$ cat src/rtl/alu_rs.sv
// Reservation station in front of the integer ALU: holds ops until both operands
// are known, snoops the ALU/LSB result buses, and dispatches one ready entry per cycle.
module alu_rs #(
    parameter int RS_SIZE_BIT  = 3,
    parameter int ROB_SIZE_BIT = 4
) (
    input  logic                    clk_in,
    input  logic                    rst_in,
    input  logic                    rdy_in,
    input  logic                    flush,

    input  logic                    issue_valid,
    input  logic [2:0]              issue_op,
    input  logic                    issue_op_addition,
    input  logic                    issue_has_imm,
    input  logic [31:0]             issue_imm,
    input  logic [31:0]             issue_vi,
    input  logic                    issue_qi_busy,
    input  logic [ROB_SIZE_BIT-1:0] issue_qi,
    input  logic [31:0]             issue_vj,
    input  logic                    issue_qj_busy,
    input  logic [ROB_SIZE_BIT-1:0] issue_qj,
    input  logic [ROB_SIZE_BIT-1:0] issue_rob_entry,
    output logic                    rs_full,

    input  logic                    cdb_alu_valid,
    input  logic [ROB_SIZE_BIT-1:0] cdb_alu_rob_entry,
    input  logic [31:0]             cdb_alu_value,
    input  logic                    cdb_lsb_valid,
    input  logic [ROB_SIZE_BIT-1:0] cdb_lsb_rob_entry,
    input  logic [31:0]             cdb_lsb_value,

    output logic                    alu_new,
    output logic [31:0]             alu_vi,
    output logic [31:0]             alu_vj,
    output logic [31:0]             alu_imm,
    output logic [2:0]              alu_op,
    output logic                    alu_has_imm,
    output logic                    alu_op_addition,
    output logic [ROB_SIZE_BIT-1:0] alu_rob_entry
);

    localparam int RS_SIZE = 1 << RS_SIZE_BIT;

    typedef struct packed {
        logic                    valid;
        logic [2:0]              op;
        logic                    op_addition;
        logic                    has_imm;
        logic [31:0]             imm;
        logic [31:0]             vi;
        logic                    qi_busy;
        logic [ROB_SIZE_BIT-1:0] qi;
        logic [31:0]             vj;
        logic                    qj_busy;
        logic [ROB_SIZE_BIT-1:0] qj;
        logic [ROB_SIZE_BIT-1:0] rob_entry;
    } entry_t;

    entry_t ent_q [RS_SIZE];
    entry_t ent_d [RS_SIZE];

    logic                    alu_new_q, alu_new_d;
    logic [31:0]             alu_vi_q, alu_vi_d;
    logic [31:0]             alu_vj_q, alu_vj_d;
    logic [31:0]             alu_imm_q, alu_imm_d;
    logic [2:0]              alu_op_q, alu_op_d;
    logic                    alu_has_imm_q, alu_has_imm_d;
    logic                    alu_op_addition_q, alu_op_addition_d;
    logic [ROB_SIZE_BIT-1:0] alu_rob_entry_q, alu_rob_entry_d;

    logic [RS_SIZE-1:0]     valid_vec;
    logic [RS_SIZE-1:0]     ready_vec;
    logic [RS_SIZE_BIT-1:0] free_idx;
    logic [RS_SIZE_BIT-1:0] cand_idx;

    genvar gi;
    generate
        for (gi = 0; gi < RS_SIZE; gi++) begin : g_status
            assign valid_vec[gi] = ent_q[gi].valid;
            assign ready_vec[gi] = ent_q[gi].valid && !ent_q[gi].qi_busy && !ent_q[gi].qj_busy;
        end
    endgenerate

    assign rs_full = &valid_vec;

    // Returns {busy, value} after looking at both result buses; the ALU bus wins a tie.
    function automatic logic [32:0] snoop(input logic busy, input logic [ROB_SIZE_BIT-1:0] tag,
                                          input logic [31:0] value);
        logic [32:0] res;
        res = {busy, value};
        if (busy) begin
            if (cdb_alu_valid && cdb_alu_rob_entry == tag) begin
                res = {1'b0, cdb_alu_value};
            end else if (cdb_lsb_valid && cdb_lsb_rob_entry == tag) begin
                res = {1'b0, cdb_lsb_value};
            end
        end
        return res;
    endfunction

    always_comb begin
        free_idx = '0;
        cand_idx = '0;
        for (int i = RS_SIZE - 1; i >= 0; i--) begin
            if (!valid_vec[i]) free_idx = RS_SIZE_BIT'(i);
            if (ready_vec[i])  cand_idx = RS_SIZE_BIT'(i);
        end
    end

    always_comb begin
        for (int i = 0; i < RS_SIZE; i++) begin
            ent_d[i] = ent_q[i];
        end
        alu_new_d         = 1'b0;
        alu_vi_d          = alu_vi_q;
        alu_vj_d          = alu_vj_q;
        alu_imm_d         = alu_imm_q;
        alu_op_d          = alu_op_q;
        alu_has_imm_d     = alu_has_imm_q;
        alu_op_addition_d = alu_op_addition_q;
        alu_rob_entry_d   = alu_rob_entry_q;

        if (flush) begin
            for (int i = 0; i < RS_SIZE; i++) begin
                ent_d[i].valid = 1'b0;
            end
        end else begin
            for (int i = 0; i < RS_SIZE; i++) begin
                if (ent_q[i].valid) begin
                    {ent_d[i].qi_busy, ent_d[i].vi} = snoop(ent_q[i].qi_busy, ent_q[i].qi, ent_q[i].vi);
                    {ent_d[i].qj_busy, ent_d[i].vj} = snoop(ent_q[i].qj_busy, ent_q[i].qj, ent_q[i].vj);
                end
            end

            // Selection looks at registered state only, so fresh wakeups wait a cycle.
            if (|ready_vec) begin
                alu_new_d         = 1'b1;
                alu_vi_d          = ent_q[cand_idx].vi;
                alu_vj_d          = ent_q[cand_idx].vj;
                alu_imm_d         = ent_q[cand_idx].imm;
                alu_op_d          = ent_q[cand_idx].op;
                alu_has_imm_d     = ent_q[cand_idx].has_imm;
                alu_op_addition_d = ent_q[cand_idx].op_addition;
                alu_rob_entry_d   = ent_q[cand_idx].rob_entry;
                ent_d[cand_idx].valid = 1'b0;
            end

            if (issue_valid && !rs_full) begin
                ent_d[free_idx].valid       = 1'b1;
                ent_d[free_idx].op          = issue_op;
                ent_d[free_idx].op_addition = issue_op_addition;
                ent_d[free_idx].has_imm     = issue_has_imm;
                ent_d[free_idx].imm         = issue_imm;
                ent_d[free_idx].qi          = issue_qi;
                ent_d[free_idx].qj          = issue_qj;
                ent_d[free_idx].rob_entry   = issue_rob_entry;
                {ent_d[free_idx].qi_busy, ent_d[free_idx].vi} = snoop(issue_qi_busy, issue_qi, issue_vi);
                if (issue_has_imm) begin
                    {ent_d[free_idx].qj_busy, ent_d[free_idx].vj} = {1'b0, issue_vj};
                end else begin
                    {ent_d[free_idx].qj_busy, ent_d[free_idx].vj} = snoop(issue_qj_busy, issue_qj, issue_vj);
                end
            end
        end
    end

    always_ff @(posedge clk_in) begin
        if (rst_in) begin
            for (int i = 0; i < RS_SIZE; i++) begin
                ent_q[i] <= '0;
            end
            alu_new_q         <= 1'b0;
            alu_vi_q          <= '0;
            alu_vj_q          <= '0;
            alu_imm_q         <= '0;
            alu_op_q          <= '0;
            alu_has_imm_q     <= 1'b0;
            alu_op_addition_q <= 1'b0;
            alu_rob_entry_q   <= '0;
        end else if (rdy_in) begin
            for (int i = 0; i < RS_SIZE; i++) begin
                ent_q[i] <= ent_d[i];
            end
            alu_new_q         <= alu_new_d;
            alu_vi_q          <= alu_vi_d;
            alu_vj_q          <= alu_vj_d;
            alu_imm_q         <= alu_imm_d;
            alu_op_q          <= alu_op_d;
            alu_has_imm_q     <= alu_has_imm_d;
            alu_op_addition_q <= alu_op_addition_d;
            alu_rob_entry_q   <= alu_rob_entry_d;
        end
    end

    assign alu_new         = alu_new_q;
    assign alu_vi          = alu_vi_q;
    assign alu_vj          = alu_vj_q;
    assign alu_imm         = alu_imm_q;
    assign alu_op          = alu_op_q;
    assign alu_has_imm     = alu_has_imm_q;
    assign alu_op_addition = alu_op_addition_q;
    assign alu_rob_entry   = alu_rob_entry_q;

endmodule

$ cat config.mk
export PLATFORM = sky130hd
export DESIGN_NAME = alu_rs
export DESIGN_NICKNAME = d
export VERILOG_FILES = /design/src/rtl/alu_rs.sv
export SDC_FILE = /design/constraint.sdc
export NUM_CORES = 2
export LEC_CHECK = 0
export ABC_CLOCK_PERIOD_IN_PS = 19400
export CORE_ASPECT_RATIO = 1.1
export CORE_UTILIZATION = 42
export CTS_BUF_LIST = sky130_fd_sc_hd__clkbuf_16
export CTS_CLUSTER_DIAMETER = 200
export CTS_CLUSTER_SIZE = 8
export DETAILED_ROUTE_END_ITERATION = 10
export PLACE_DENSITY_LB_ADDON = 0.25
export SYNTH_ARGS = -nofsm -noshare
export SYNTH_HDL_FRONTEND = slang
export SYNTH_SLANG_ARGS = --single-unit
$ cat constraint.sdc
create_clock -name clk_in -period 19.4 [get_ports clk_in]
set_input_delay 1.94 -clock clk_in [delete_from_list [all_inputs] [get_ports clk_in]]
set_output_delay 1.94 -clock clk_in [all_outputs]
set_load 0.02 [all_outputs]
==> metrics.md <==
| Metric | Value |
|---|---|
| Die X | `roughly 380 um` |
| H-tree levels | `4` |
| Main combinational cell family by area after synthesis | `compound AO/OA/AOI/OAI gates` |
| Combinational share of power | `0.174` |
| Fin crit period | `~5400 ps` |
| Area share of xor/xnor cells in the synthesized design | `0.0187` |
| Simple-gate share of the synthesized area | `0.149` |
| Worst r2r dst | `ent_q[7][47]$_SDFFCE_PP0P_` |
| Critical R2R Launch | `ent_q[0][115]$_SDFFCE_PP0P_` |
| Worst Reg-to-Reg Cells | `8` |
| RSZ-0062 raised after global routing | `false` |
| WL per Instance | `32.8 um` |
| Syn_area_per_cell | `9.74 um^2` |
| CP Max Fanout | `180` |
| CTS Sinks | `1034` |
| Starting DRT DRC Count | `approximately 9500` |
| Worst hold path class | `reg -> reg` |
| Final setup viols | `0` |
| Final Max Tran Viols | `0` |
| Ys flop type | `edfxtp_1` |
| Clock transition at path regs | `~50 ps` |
| PortBufs | `300` |
| Routed wire length | `287000 um` |
| Reg2Reg Setup Slack | `~15000 ps` |
| CP startpoint | `rdy_in` |
| CP max stage delay | `810 ps` |
| Crit share post-route | `0.276` |
| Post-DP HPWL | `approximately 160000 um` |
| Cell Area, Synth | `0.0659 mm^2` |
| Post-DRT Antenna Nets | `0` |
| Fin Clk Skew | `46.2 ps` |
| I/O pin count | `between 300 and 400` |
| RePlAce Congestion | `0.933` |
| Register area share after synthesis | `0.455` |
| Post-CTS sizing | `0` |
| Longest Clk Path Bufs | `3` |
| Max VDD drop | `0.0900 mV` |
| Synth unique cells | `86` |
| Critical path depth | `5` |
| Leakage power | `about 26 nW` |
| Die ar. | `0.159 mm^2` |
| Worst path bufs/invs | `3` |
| Switching Share | `0.301` |
| Least-Margin Pin Slew | `1420 ps` |
| Vias per std cell | `6.96` |
| Post-Syn Instances | `6768` |
| Pwr Density | `84.3 mW/mm^2` |
| Asr flop ratio synth | `0` |
| First-pass GRT wire length | `about 410000 um` |
| Largest net degree at the start of global routing | `181` |
| Arrival @ worst endpoint | `5750 ps` |
| P_sw | `1.88 mW` |
| Worst path cell trace | `clkdlybuf4s50_1 -> nand2b_1 -> nand2_4 -> buf_12 -> buf_12` |
| Clk Latency, worst-skew pair | `a little over 800 ps` |
| CP required | `around 20000 ps` |
| Yosys warns | `0` |
| CTS Root Cell | `clkbuf_16` |
| Post-synth EDFFs | `928` |
| Post-CTS Setup Inserts | `0` |
| Max-slew headroom | `0.0534` |
| Outcome | `completed` |
| FP Rows | `roughly 150` |
| Final global-route overflow total | `0` |
| Cell Count, Final, Fillers Out | `8769` |
| Antenna violations before repair | `28` |
| Flop pwr share | `0.437` |
| Pint | `4.37 mW` |
| Post-synthesis mux area share | `0.0845` |
| Compound-cell area share of the yosys netlist | `0.233` |
| Vertical die dimension | `417 um` |
| Initial Util | `0.423` |
| Core area | `0.156 mm^2` |
| Post-Synth Adder-Cell Area | `0` |
| CP dominant cell by count | `buf_12` |
| CP Launch Type | `primary input` |
| Via count | `61074` |
| End point of the critical path | `ent_q[0][10]$_SDFFCE_PN0P_` |
| Register bit total from synthesis | `just over 1000` |
| Drt first pass iters | `7` |
| Crit path max-delay cell type | `buf_12` |
| Setup tns final | `0 ps` |
| Crit end category | `register` |
| FMAX | `187 MHz` |
| Post-route DRC | `0` |
| Cts hold-fix bufs | `0` |
| Layout cells sized above 1 | `0.124` |
| TritonCTS clock tree | `done` |
| Clock power frac | `0.389` |
| CP Class | `in -> reg` |
| Crit path max-delay family | `buffers and inverters` |
| TritonCTS buffer count | `147` |
| Synth Net Count | `6962` |
| Final nets | `just under 7000` |
| Max Cap Viol | `0` |
| Fill cell total of the finished layout | `roughly 14000` |
| GRT Total Usage | `0.348` |
| Placed Cells | `~8500` |
| Number of global-route vias before repair | `58108` |
| Final hold violation count | `0` |
| Synth-to-Final Area Change | `12.4%` |
-- synth_stat cells, drive strengths merged, types with 18 or more instances --
master / instances / area share
nand2: 1122 / 0.064
edfxtp: 928 / 0.42
clkbuf: 561 / 0.032
a21oi: 473 / 0.036
mux2i: 347 / 0.053
buf: 283 / 0.024
and3: 250 / 0.024
a31oi: 227 / 0.022
nor3: 226 / 0.017
mux2: 186 / 0.032
o21ai: 176 / 0.015
o211ai: 171 / 0.019
nand3: 139 / 0.011
or3: 139 / 0.013
a311oi: 120 / 0.016
a2111oi: 111 / 0.020
o2111a: 111 / 0.019
o221a: 108 / 0.018
dfxtp: 106 / 0.032
o22a: 103 / 0.014
nor2: 102 / 0.0058
xor2: 87 / 0.012
inv: 81 / 0.0046
o22ai: 72 / 0.0070
a2bb2oi: 56 / 0.0074
xnor2: 54 / 0.0072
o221ai: 52 / 0.0069
a211oi: 42 / 0.0049
a221o: 35 / 0.0053
nand4: 35 / 0.0033
nor4: 35 / 0.0037
a31o: 29 / 0.0039
a32o: 27 / 0.0041
nand2b: 18 / 0.0017
-- cell type report --
cell class | instances | area (um^2) | share of cell area
clock buffers | 150 | 3750 | 0.0506
inverters | 81 | 309 | 0.00417
repair buffers | 496 | 4530 | 0.0611
multi-input cells | 4809 | 32400 | 0.437
flip-flops and latches | 1034 | 30000 | 0.405
well taps | 2079 | 2600 | 0.0351
diodes | 12 | 30.0 | 0.000405
clock inverters | 108 | 503 | 0.00679
-- power by group through the flow --
| stage | clock, mW | sequential (mW) | combinational [mW] |
|---|---|---|---|
| finish | 2.43 | 2.73 | 1.09 |
| global route | 2.52 | 2.74 | 1.13 |
| CTS | 2.44 | 2.72 | 1.05 |
| detailed placement | 0 | 2.77 | 1.05 |
| global placement | 0 | 2.76 | 1.04 |
| floorplan | 0 | 2.82 | 0.639 |
-- tightest hold or removal path, delay by kind of cell (launching register included) --
kind / cells / cell delay (ps)
flip-flops: 1 / 310
AO/OA/AOI/OAI: 2 / 200
-- cell families (layout without fill, tap and decap cells) --
group / Yosys count / after routing
XOR/XNOR: 141 / 141
flip-flops: 1034 / 1034
buffers and inverters: 925 / 835
multiplexers: 533 / 533
AO/OA/AOI/OAI: 2021 / 2021
other: 0 / 12
AND/OR/NAND/NOR: 2114 / 2114
-- through the flow --
stage / util / power, mW / hold WS, ps / worst slack (ps) / cell area, um^2
finish: 0.475 / 6.25 / 558 / 14040 / 74100
global route: 0.475 / 6.39 / 578 / 14060 / 74100
CTS: 0.475 / 6.21 / 554 / 14310 / 74100
detailed placement: 0.448 / 3.82 / 542 / 13460 / 69800
global placement: 0.448 / 3.80 / 549 / 13500 / 69800
floorplan: - / 3.46 / 533 / 777 / 65900
-- per-layer routing --
metal / global-route usage / share of wire
met1: 0.436 / 0.36
met2: 0.524 / 0.43
met3: 0.113 / 0.14
met4: 0.205 / 0.064
met5: 0.00729 / 0.0015
-- placed cells by master (no fill, tap or decap), types with 56 or more instances in the layout --
cell type / count
a21oi_1: 465
a2bb2oi_1: 56
a311oi_1: 120
a31oi_1: 226
and3_1: 248
buf_4: 192
clkbuf_16: 150
clkdlybuf4s50_1: 299
dfxtp_1: 106
edfxtp_1: 928
inv_1: 174
mux2_2: 185
mux2i_1: 347
nand2_1: 1107
nand3_1: 133
nor2_1: 87
nor3_1: 222
o2111a_1: 110
o211ai_1: 171
o21ai_0: 149
o221a_2: 85
o22a_1: 103
o22ai_1: 71
or3_1: 139
xor2_1: 87
-- worst min-delay path by stage --
stage                             startpoint                  endpoint  slack [ps]  depth (start not counted)
floorplan            alu_vj[17]$_SDFFE_PP0P_   alu_vj[17]$_SDFFE_PP0P_         530                          2
global placement    alu_imm[24]$_SDFFE_PP0P_  alu_imm[24]$_SDFFE_PP0P_         550                          2
detailed placement   alu_vj[21]$_SDFFE_PP0P_   alu_vj[21]$_SDFFE_PP0P_         540                          2
CTS                  alu_vj[21]$_SDFFE_PP0P_   alu_vj[21]$_SDFFE_PP0P_         550                          2
global route         alu_vj[21]$_SDFFE_PP0P_   alu_vj[21]$_SDFFE_PP0P_         580                          2
finish                alu_vj[7]$_SDFFE_PP0P_    alu_vj[7]$_SDFFE_PP0P_         560                          2
-- sequential cells by signal, summed over array words and instances (netlist names) --
| signal | count |
|---|---|
| alu_has_imm | 1 |
| alu_imm | 32 |
| alu_new | 1 |
| alu_op | 3 |
| alu_op_addition | 1 |
| alu_rob_entry | 4 |
| alu_vi | 32 |
| alu_vj | 32 |
| ent_q | 928 |
No activity file was read; power rests on OpenSTA's default activity.
